### src/rtl/sync_gen_pkg.sv
// Shared encodings for the multi-channel sync generator.
package sync_gen_pkg;

   typedef enum logic [1:0] {
      CFG_PERIOD = 2'd0,
      CFG_HIGH   = 2'd1,
      CFG_PHASE  = 2'd2,
      CFG_RSVD   = 2'd3
   } cfg_sel_e;

   localparam int unsigned MIN_PERIOD = 2;

endpackage

### src/rtl/sync_channel.sv
// One sync channel: shadow/active config, phase counter, registered output and edge pulse.
module sync_channel
   import sync_gen_pkg::*;
#(
   parameter int unsigned CNT_W    = 32,
   parameter int unsigned FREQ_CLK = 2000000
) (
   input  logic             clk,
   input  logic             reset,
   input  logic             run,
   input  logic             start,
   input  logic             wr_en,
   input  cfg_sel_e         wr_sel,
   input  logic [CNT_W-1:0] wr_data,
   output logic             syncout,
   output logic             edge_pulse
);

   localparam logic [CNT_W-1:0] DEF_P = CNT_W'(2 * FREQ_CLK);
   localparam logic [CNT_W-1:0] DEF_H = CNT_W'(FREQ_CLK);

   function automatic logic [CNT_W-1:0] eff_period(input logic [CNT_W-1:0] p);
      return (p < CNT_W'(MIN_PERIOD)) ? CNT_W'(MIN_PERIOD) : p;
   endfunction

   logic [CNT_W-1:0] ps_q, hs_q, phs_q, ps_d, hs_d, phs_d;
   logic [CNT_W-1:0] p_q, h_q, p_d, h_d;
   logic [CNT_W-1:0] cnt_q, cnt_d;
   logic             sync_q, sync_d, edge_q, edge_d;
   logic [CNT_W-1:0] pe_new;
   logic             wrap;

   // Active phase is only ever consumed at the instant of a start, straight from
   // the (bypassed) shadow, so no separate active phase register is kept.
   always_comb begin
      ps_d  = ps_q;
      hs_d  = hs_q;
      phs_d = phs_q;
      if (wr_en) begin
         case (wr_sel)
            CFG_PERIOD: ps_d  = wr_data;
            CFG_HIGH:   hs_d  = wr_data;
            CFG_PHASE:  phs_d = wr_data;
            default:    ;
         endcase
      end

      p_d    = p_q;
      h_d    = h_q;
      cnt_d  = cnt_q;
      pe_new = eff_period(ps_d);
      wrap   = run && (cnt_q == eff_period(p_q) - CNT_W'(1));

      if (start) begin
         p_d   = ps_d;
         h_d   = hs_d;
         cnt_d = (phs_d < pe_new) ? phs_d : '0;
      end else if (wrap) begin
         p_d   = ps_d;
         h_d   = hs_d;
         cnt_d = '0;
      end else if (run) begin
         cnt_d = cnt_q + CNT_W'(1);
      end

      sync_d = run && (cnt_d < h_d);
      edge_d = sync_d && !sync_q;
   end

   always_ff @(posedge clk or negedge reset) begin
      if (!reset) begin
         ps_q   <= DEF_P;
         hs_q   <= DEF_H;
         phs_q  <= '0;
         p_q    <= DEF_P;
         h_q    <= DEF_H;
         cnt_q  <= '0;
         sync_q <= 1'b0;
         edge_q <= 1'b0;
      end else begin
         ps_q   <= ps_d;
         hs_q   <= hs_d;
         phs_q  <= phs_d;
         p_q    <= p_d;
         h_q    <= h_d;
         cnt_q  <= cnt_d;
         sync_q <= sync_d;
         edge_q <= edge_d;
      end
   end

   assign syncout    = sync_q;
   assign edge_pulse = edge_q;

endmodule

### src/rtl/multi_sync_gen.sv
// Multi-channel programmable sync generator: config decode, error flag, enable fan-out.
module multi_sync_gen
   import sync_gen_pkg::*;
#(
   parameter int unsigned N_CH     = 4,
   parameter int unsigned CNT_W    = 32,
   parameter int unsigned FREQ_CLK = 2000000,
   localparam int unsigned CH_W    = (N_CH > 1) ? $clog2(N_CH) : 1
) (
   input  logic             clk,
   input  logic             reset,
   input  logic             enable,
   input  logic [N_CH-1:0]  ch_en,
   input  logic             start,
   input  logic             cfg_we,
   input  logic [CH_W-1:0]  cfg_ch,
   input  logic [1:0]       cfg_sel,
   input  logic [CNT_W-1:0] cfg_data,
   output logic             cfg_err,
   output logic [N_CH-1:0]  syncout,
   output logic [N_CH-1:0]  edge_pulse
);

   cfg_sel_e sel;
   logic     addr_ok, wr_ok;
   logic     cfg_err_q, cfg_err_d;

   always_comb begin
      sel       = cfg_sel_e'(cfg_sel);
      addr_ok   = (32'(cfg_ch) < N_CH) && (sel != CFG_RSVD);
      wr_ok     = cfg_we && addr_ok;
      cfg_err_d = cfg_we && !addr_ok;
   end

   always_ff @(posedge clk or negedge reset) begin
      if (!reset) cfg_err_q <= 1'b0;
      else        cfg_err_q <= cfg_err_d;
   end

   assign cfg_err = cfg_err_q;

   for (genvar i = 0; i < N_CH; i++) begin : g_ch
      sync_channel #(
         .CNT_W    (CNT_W),
         .FREQ_CLK (FREQ_CLK)
      ) u_ch (
         .clk        (clk),
         .reset      (reset),
         .run        (enable && ch_en[i]),
         .start      (start),
         .wr_en      (wr_ok && (cfg_ch == CH_W'(i))),
         .wr_sel     (sel),
         .wr_data    (cfg_data),
         .syncout    (syncout[i]),
         .edge_pulse (edge_pulse[i])
      );
   end

endmodule

### config.mk
export PLATFORM = sky130hd
export DESIGN_NAME = multi_sync_gen
export DESIGN_NICKNAME = d
export VERILOG_FILES = /design/src/rtl/sync_gen_pkg.sv /design/src/rtl/sync_channel.sv /design/src/rtl/multi_sync_gen.sv
export SDC_FILE = /design/constraint.sdc
export NUM_CORES = 2
export LEC_CHECK = 0
export CORE_MARGIN = 1
export CORE_UTILIZATION = 25
export CTS_BUF_LIST = sky130_fd_sc_hd__clkbuf_4 sky130_fd_sc_hd__clkbuf_8
export DETAILED_ROUTE_END_ITERATION = 6
export SYNTH_ARGS = -nofsm -noshare
export SYNTH_HDL_FRONTEND = slang
export SYNTH_SLANG_ARGS = --single-unit
### constraint.sdc
create_clock -name clk -period 6.1 [get_ports clk]
set_clock_uncertainty 0.05 [all_clocks]
set_input_delay 0.61 -clock clk [delete_from_list [all_inputs] [get_ports clk]]
set_output_delay 0.61 -clock clk [all_outputs]
set_load 0.01 [all_outputs]
==> metrics.txt <==
Mapped Cells=~4100; count of port buffers added during placement=between 50 and 60; most frequent cells after synthesis=dfrtp_1 (665), nand2_1 (339), inv_1 (324); fin crit share=104%; worst-path fanout max=6; first-pass GRT wire length=~210 mm; average vias per placed instance=4.67; Met2 Routed Length=between 60 and 70 mm; Gate power share=40.5%; met1 routed wirelength after detailed routing=between 60 and 70 mm; top sig layer=met4; max-slew violation count=0; Inserted Clock Buffers=137; clock latency on the worst-skew pair=about 0.85 ns; register area share after synthesis=between 40% and 50%; power consumption=~22000 µW; final period demand of the worst path=6.32 ns; crit path capture type=flip-flop; die height=around 420 µm; Yosys cell types=95; max-capacitance violation count=0; part of the power in registers=around a third; crit path setup slack, layout=-0.221 ns; detailed-routing iteration count for the pre-antenna-repair pass=5; cell area reported after detailed placement=between 0.05 and 0.06 mm²; area delta synth->final=33.7%; setup repair after global routing missed its margin=true; count of clock tree sinks=between 700 and 800; TritonCTS clock tree=yes; number of setup violations in the final report=7; fraction of registers with async set/reset=100%; achievable clock frequency=~160 MHz; top cell type's share of synthesized area=between 30% and 40%; # IOs=54; maximum number of pins on one net before global-route repair=160; count of fill cells added during filler insertion=approximately 17000; number of global-route vias before repair=between 30000 and 40000; Net count, final=5342; power per cell area=approximately 380 mW/mm²; outcome=finished with violations; post-detailed-route DRC marker count=0; starting density of the core=25.2%; clk buf depth=3; Yosys warning total=0; CTS H-tree depth=4; Final Hold Viols=0; Max-slew headroom=a little over a third; Congestion Overflow GR=0; clock tree root driver cell=clkbuf_8; number of standard-cell rows in the floorplan=around 150; number of antenna violations at the first check in global routing=5; Top FF cell, synth=dfrtp_1; final std cell area, no fill=just under 0.06 mm²; iteration-0 DRC count of the detailed router=2300; critical path arrival=about 7 ns; total routing resource utilization after global routing=15.9%; routed wire length per instance=about 19 µm; final antenna-violating net count=0; post-synthesis net count=between 4000 and 5000; most common cell in the netlist=dfrtp_1; Switching Share=between 30 and 40%; clock power share=approximately 25%; average instance area after synthesis=10.6 µm²; data required time of the worst path=just under 7 ns; clock slew at reported path FFs=0.06 ns; number of flops mapped to enable cells by yosys=0; routed via count=roughly 35000; routability cong.=between 0.9 and 1; number of register bits inferred by synthesis=roughly 780; final wirelength=140 mm; top cells by area, synth=dfrtp_1 (39%), mux2_2 (8.2%), ha_1 (7.4%), dfstp_2 (6.8%), mux2i_1 (4.6%); slew of the pin with the lowest slew margin=slightly below 1 ns; mapped cell area=around 0.043 mm²; worst supply voltage drop on vdd=roughly 0.23 mV; P_sw=7790 µW; routed length on met3=~6.6 mm; standard cell core area=0.172 mm²; ratio of cells with drive above 1 in the final layout=a little under two fifths; horizontal die dimension=417 µm; cell taking the most area after synthesis=dfrtp_1; Total Die Area=around 0.17 mm²; CP Launch Type=flip-flop; leakage power=around 0.027 µW; violated checks=setup timing; estimated wirelength of the detail-placed design=between 100 and 150 mm; path class of the lowest-slack min-delay path=primary input to async pin; type of the setup path with the least slack=flip-flop to flip-flop; internal cell power=around 14000 µW
## final cells by class
type                            instances  area, µm²  area share, %
Antenna cell                            4       10.0         0.0174
Clock buffer                          220       2780           4.83
Clock inverter                         30        279          0.484
Inverter                              376       1410           2.45
Multi-Input combinational cell       2735      22400           38.8
Sequential cell                       777      19600           34.0
Tap cell                             2310       2890           5.01
Timing Repair Buffer                 1014       8330           14.4
## metrics by stage
step           setup TNS, ns  hold slack [ns]  util (%)  std cells  worst slack [ns]
5_1_grt                -2.78            0.422      33.6       7464            -0.516
6_report              -0.791            0.403      33.6       7466            -0.221
4_1_cts               -0.881            0.347      33.1       7437            -0.330
3_3_place_gp           -5.02            0.404      30.8       7128            -0.979
2_1_floorplan         -0.189            0.264         -       4090            -0.124
3_5_place_dp           -5.52            0.397      30.8       7128             -1.02
## worst max-delay path, stage by stage, from the launching register on
cell and delay, ns:
dfrtp_1 0.38, or4_4 0.56, or4_4 0.52, nor2_4 0.11, nand2_1 0.05, nand2_1 0.08
ha_2 0.19, or3b_4 0.41, or4_4 0.49, o21ai_1 0.13, a32o_1 0.20, o2111ai_2 0.16
nor4_4 0.36, a31oi_4 0.24, buf_12 0.21, a32o_2 0.24, ha_4 0.22, a21o_1 0.15
a21o_1 0.15, a21o_1 0.15, a21o_1 0.15, a21o_1 0.17, a2111oi_4 0.31, o21a_4 0.18
o311a_1 0.16, o211ai_1 0.10, a21oi_1 0.14
## sequential cells by signal (all words and copies together), names as in the netlist
register,count
g_ch.u_ch.p_q,128
cfg_err,1
g_ch.u_ch.edge_pulse,4
g_ch.u_ch.cnt_q,128
g_ch.u_ch.hs_q,128
g_ch.u_ch.h_q,128
g_ch.u_ch.phs_q,128
g_ch.u_ch.ps_q,128
g_ch.u_ch.syncout,4
## timing repair
action | in CTS | in global routing
setup buffers | 57 | 25
cloned | 3 | 4
gates resized for setup | 103 | 104
hold buffers | 1 | 0
hold endpoints to repair | 79 | 0
endpoints found under the setup margin | 8 | 8
pin swaps | 77 | 72
## per-layer routing
metal | vias to the layer above | GRT usage (%)
li1 | 16416 | -
met1 | 17421 | 21.8
met2 | 832 | 25.6
met3 | 228 | 2.48
met4 | 0 | 4.90
met5 | - | 0
## kinds of logic (layout without fill, tap and decap cells)
kind of cell	Yosys count	in the layout	synth area share (%)
xor+xnor	259	259	5.26
other cells	0	4	0
mux	559	559	14.2
fa+ha+maj	256	256	7.42
flops	777	777	45.4
simple gates	1081	1082	13.1
buf+inv	579	1640	5.37
compound gates	579	579	9.22
## final timing paths
path	slack, ns	cells after the start	start	end
setup / recovery	-0.22	26	g_ch[0].u_ch.p_q[25]	g_ch[0].u_ch.edge_pulse
hold / removal	0.40	2	reset	g_ch[0].u_ch.p_q[25]
setup reg to reg	-0.22	26	g_ch[0].u_ch.p_q[25]	g_ch[0].u_ch.edge_pulse
hold reg to reg	0.44	2	g_ch[1].u_ch.ps_q[18]	g_ch[1].u_ch.ps_q[18]
max in group asynchronous	4.04	3	reset	g_ch[3].u_ch.cnt_q[22]
min in group clk	0.44	2	g_ch[1].u_ch.ps_q[18]	g_ch[1].u_ch.ps_q[18]
## power groups by stage
stage	clock, µW	combinational (µW)	sequential [µW]
2_1_floorplan	0	4730	7310
3_3_place_gp	0	8040	7630
3_5_place_dp	0	8190	7670
4_1_cts	5480	8530	7610
5_1_grt	5730	9700	7780
6_report	5370	8850	7630
## placed cells by master (no fill, tap or decap), drive strengths merged, types with 14 or more instances in the layout
master / instances
buf: 957
dfrtp: 665
inv: 385
nand2: 339
mux2: 320
ha: 256
mux2i: 239
clkbuf: 223
nor2: 175
xnor2: 148
a21oi: 123
dfstp: 112
xor2: 111
nand4: 102
nor4: 96
o21ai: 90
a21o: 89
nor3: 74
nand3: 72
o22ai: 66
clkdlybuf4s50: 52
a32o: 33
nor2b: 30
and3: 26
a211oi: 26
or4: 26
and4: 23
or3: 22
a31oi: 17
clkinv: 14
nand2b: 14
or2: 14
No activity file was read; power rests on OpenSTA's default activity.
